$ cat config.mk
export PLATFORM = sky130hd
export DESIGN_NAME = video_sig_gen
export DESIGN_NICKNAME = d
export VERILOG_FILES = /design/src/rtl/video_sig_gen.sv
export SDC_FILE = /design/constraint.sdc
export NUM_CORES = 1
export LEC_CHECK = 0
export CORE_MARGIN = 2
export CORE_UTILIZATION = 40
export CTS_BUF_LIST = sky130_fd_sc_hd__clkbuf_4
export CTS_CLUSTER_SIZE = 40
export DETAILED_ROUTE_END_ITERATION = 10
export GPL_ROUTABILITY_DRIVEN = 0
export PLACE_DENSITY = 0.73
export SLEW_MARGIN = 20
export SYNTH_ARGS = -nofsm -noshare
export SYNTH_HDL_FRONTEND = slang
export SYNTH_SLANG_ARGS = --single-unit
$ cat constraint.sdc
create_clock -name clk_pixel_in -period 2.3 [get_ports clk_pixel_in]
set_input_delay 0.46 -clock clk_pixel_in [delete_from_list [all_inputs] [get_ports clk_pixel_in]]
set_output_delay 0.46 -clock clk_pixel_in [all_outputs]
set_load 0.02 [all_outputs]
$ cat src/rtl/video_sig_gen.sv
`default_nettype none
// ============================================================================
// Module   : video_sig_gen
// Purpose  : Raster timing generator. Free-running pixel/line counters with
//            combinational sync, active-draw, new-frame and frame-count decodes.
//            Optional frame counter enabled by VIDEO_SIG_GEN_FRAME_COUNT_EN.
// Revision : 1.0 - initial release
// ============================================================================
module video_sig_gen #(
    parameter int ACTIVE_H      = 1280,
    parameter int H_FRONT_PORCH = 110,
    parameter int H_SYNC_WIDTH  = 40,
    parameter int H_BACK_PORCH  = 220,
    parameter int ACTIVE_V      = 720,
    parameter int V_FRONT_PORCH = 5,
    parameter int V_SYNC_WIDTH  = 5,
    parameter int V_BACK_PORCH  = 20,
    parameter int FPS           = 60
) (
    input  logic        clk_pixel_in,
    input  logic        rst_in,
    output logic [10:0] hcount_out,
    output logic [9:0]  vcount_out,
    output logic        hs_out,
    output logic        vs_out,
    output logic        ad_out,
    output logic        nf_out,
    output logic [5:0]  fc_out
);

    localparam int TOTAL_H = ACTIVE_H + H_FRONT_PORCH + H_SYNC_WIDTH + H_BACK_PORCH;
    localparam int TOTAL_V = ACTIVE_V + V_FRONT_PORCH + V_SYNC_WIDTH + V_BACK_PORCH;

    localparam logic [10:0] c_h_last     = 11'(TOTAL_H - 1);
    localparam logic [10:0] c_h_active   = 11'(ACTIVE_H);
    localparam logic [10:0] c_hs_start   = 11'(ACTIVE_H + H_FRONT_PORCH);
    localparam logic [10:0] c_hs_end     = 11'(ACTIVE_H + H_FRONT_PORCH + H_SYNC_WIDTH);
    localparam logic [9:0]  c_v_last     = 10'(TOTAL_V - 1);
    localparam logic [9:0]  c_v_active   = 10'(ACTIVE_V);
    localparam logic [9:0]  c_vs_start   = 10'(ACTIVE_V + V_FRONT_PORCH);
    localparam logic [9:0]  c_vs_end     = 10'(ACTIVE_V + V_FRONT_PORCH + V_SYNC_WIDTH);

    logic [10:0] r_hcount;
    logic [9:0]  r_vcount;
    logic        w_h_last;
    logic        w_v_last;
    logic        w_new_frame;
    logic [5:0]  w_frame_count;

    assign w_h_last    = (r_hcount == c_h_last);
    assign w_v_last    = (r_vcount == c_v_last);
    assign w_new_frame = (r_hcount == c_h_active) && (r_vcount == c_v_active);

    always_ff @(posedge clk_pixel_in) begin
        if (!rst_in) begin
            r_hcount <= '0;
            r_vcount <= '0;
        end else if (w_h_last) begin
            r_hcount <= '0;
            r_vcount <= w_v_last ? '0 : r_vcount + 10'd1;
        end else begin
            r_hcount <= r_hcount + 11'd1;
        end
    end

`ifdef VIDEO_SIG_GEN_FRAME_COUNT_EN
    localparam logic [5:0] c_fc_last = 6'(FPS - 1);

    logic [5:0] r_frame_count;

    always_ff @(posedge clk_pixel_in) begin
        if (!rst_in) begin
            r_frame_count <= '0;
        end else if (w_new_frame) begin
            r_frame_count <= (r_frame_count == c_fc_last) ? '0 : r_frame_count + 6'd1;
        end
    end

    assign w_frame_count = r_frame_count;
`else
    // FPS has no effect without the counter; folded to zero.
    assign w_frame_count = 6'(FPS) & 6'd0;
`endif

    // Every output is held low while reset is asserted, including ad_out.
    assign hcount_out = rst_in ? r_hcount : '0;
    assign vcount_out = rst_in ? r_vcount : '0;
    assign ad_out     = rst_in && (r_hcount < c_h_active) && (r_vcount < c_v_active);
    assign hs_out     = rst_in && (r_hcount >= c_hs_start) && (r_hcount < c_hs_end);
    assign vs_out     = rst_in && (r_vcount >= c_vs_start) && (r_vcount < c_vs_end);
    assign nf_out     = rst_in && w_new_frame;
    assign fc_out     = rst_in ? w_frame_count : '0;

endmodule
`default_nettype wire

==> results.cfg, run 1 <==
[global_routing]
grt_util_met1_pct = 22.14
gr-usage-met3_pct = 1.786
grt_pass1_vias = 1189
grt_antenna_before_repair = 0
grt.busiest_layer = met2
grt_max_degree = 21
grt_usage_pct = 16.87
grt_pass1_wl_um = 5395
grtUsageMet2_pct = 27.11
grt-ovfl-total = 0

[setup_path]
startpoint_type = input pin
worst_ep_required_time_ns = 1.84
worst-endpoint-arrival_ns = 1.76
cp_max_fo = 20
crit_path_end_kind = output pin
path_class = in -> out

[drt]
vias_per_cell = 5.215
num_vias = 1356
ant_nets = 0
first_iter_violations = 50
dr.pass1.iters = 4
route.detailed.drc = 0
wire_per_inst_um = 12.16
wl_um = 3162

[pwr]
peakVddDrop_mv = 0.1846
leakage_nw = 0.7786
power.density_nw_per_um2 = 359.2
finalPower_w = 0.0006337

[synthesis]
yosysSeqAreaShare_pct = 29.76
postSynthAreaPerCell_um2 = 7.848
yosys_register_bits = 21
syn-cell-area_um2 = 1413
synthDistinctLibCells = 39
synth_warnings = 0
synth_cells = 180

[timing]
rsz0062_at_grt = no
fin_crit_sh_pct = 96.58
skew_ns = 0.009367
tns_ns = 0
fin_crit_ns = 2.221
finalMaxSlewViolations = 0
fmax_ghz = 0.4502
finalSetupViolCount = 0
hold_viol = 0

[status]
outcome = finished clean

[min_path]
holdCritPathClass = reg -> reg

[placement]
dpl.hpwl_um = 2365
port_buffers = 26

[floorplan]
die_w_um = 63.43
die_h_um = 63.43
ioPinCount = 33
core_region_area_um2 = 3363
start_util_pct = 42.00
dieArea_um2 = 4023
rows = 21

[cts]
cts_max_path_buffers = 2
cts_sinks = 21
htree_levels = 1
clock_latency_ns = 0.32
cts_tree = built
cts_root_buf = clkbuf_4
postCtsSetupRepairBufs = 0
cts_inserted_buffers = 3
clkTransAtPathRegs_ns = 0.13

[final_layout]
fin_nets = 224
layout-drive-gt1-share_pct = 13.08
area_growth_pct = 24.89
final_cell_mix = 21 x and2_1, 21 x dlygate4sd2_1, 21 x dfxtp_1
diodes = 0

[job]
cap_violations = 0
-- per-stage QoR --
stage                     util [%]  std cells  cell area, um2  worst slack, ns  hold slack (ns)
after floorplan                  -        185            1431           0.2330           0.4631
after global placement       52.57        256            1768          -0.3008           0.4972
after detailed placement     52.57        256            1768          -0.3273           0.5099
after CTS                    52.53        260            1767          0.03000           0.5291
after global routing         52.46        260            1764         0.001061           0.5533
final                        52.46        260            1764          0.07857           0.5399
-- repair_timing --
item	in CTS	in global routing
pin swaps	1	0
resized for setup	30	6
hold buffers	0	0
hold endpoints to repair	0	0
setup endpoints to repair	24	4
-- critical path, cell delays in order --
cell	delay (ns)
clkdlybuf4s50_1	0.53
buf_4	0.23
o2111a_1	0.21
dlygate4sd2_1	0.33
-- report_power, final --
part	internal (W)	leakage (nW)	total, W	switching (W)
Clock	0.0000799	0.0184	0.000203	0.000123
Combinational	0.0000205	0.591	0.0000585	0.0000380
Sequential	0.000368	0.170	0.000372	0.00000406
Total	0.000468	0.779	0.000634	0.000165
-- final cells by class --
class / instances / area [um2]
Fill cell: 372 / 1599
Multi-Input combinational cell: 140 / 884.6
Sequential cell: 21 / 420.4
Timing Repair Buffer: 43 / 349.1
Tap cell: 46 / 57.56
Clock buffer: 4 / 30.03
Inverter: 6 / 22.52
-- layer usage --
metal,up-vias,share of wire [%]
met4,0,2.3
met5,-,0
met1,618,46
met3,5,7.1
li1,677,-
met2,56,45
-- flip-flops by register name, summed over array words and instances, names as in the netlist --
name,cells
r_vcount,10
r_hcount,11
-- final timing paths --
kind,cells after the start,slack (ns),endpoint,start
max,4,0.08,ad_out,rst_in
max reg2reg,7,0.37,r_vcount[4],r_hcount[0]
min reg2reg,2,0.54,r_vcount[9],r_vcount[9]
min,2,0.54,r_vcount[9],r_vcount[9]
-- Yosys cell counts (all sizes together) --
| cell | number | area (um2) |
|---|---|---|
| and3 | 3 | 18.77 |
| nor4b | 1 | 8.760 |
| nor2 | 17 | 63.81 |
| buf | 11 | 82.57 |
| nand4b | 2 | 17.52 |
| or4 | 4 | 30.03 |
| or3 | 4 | 25.02 |
| a21o | 2 | 15.01 |
| o21ba | 1 | 10.01 |
| nand4 | 6 | 43.79 |
| xor2 | 1 | 8.760 |
| o21a | 1 | 7.510 |
| o21ai | 5 | 28.78 |
| inv | 6 | 22.52 |
| nor2b | 1 | 6.260 |
| a311oi | 1 | 8.760 |
| conb | 1 | 3.750 |
| nand3 | 7 | 35.03 |
| and4bb | 1 | 12.51 |
| o31ai | 4 | 30.03 |
| dfxtp | 21 | 420.4 |
| clkbuf | 7 | 26.28 |
| nand3b | 1 | 7.510 |
| a31oi | 1 | 6.260 |
| and2 | 21 | 131.4 |
| ha | 7 | 87.58 |
| nor3 | 6 | 30.03 |
| nor4 | 2 | 12.51 |
| o2bb2ai | 2 | 17.52 |
| xnor2 | 8 | 70.07 |
| a21oi | 8 | 40.04 |
| nand2 | 13 | 48.80 |
| o2111a | 1 | 11.26 |
| nor3b | 2 | 15.01 |
| and4 | 1 | 8.760 |
-- cell families after synthesis --
| group | share of synthesized area [%] |
|---|---|
| simple gates | 36.49 |
| compound gates | 12.40 |
| buf+inv | 9.300 |
| flops | 29.76 |
| xor+xnor | 5.580 |
| fa+ha+maj | 6.200 |
| other cells | 0.2655 |
Note: power is estimated with default switching activity, not from simulation.
==> run 2, diff against run 1 <==
Settings changed: CTS_CLUSTER_SIZE 40 to 16.
==> results of run 2 <==
No change in the layout: final DEF, timing and power equal those of run 1.
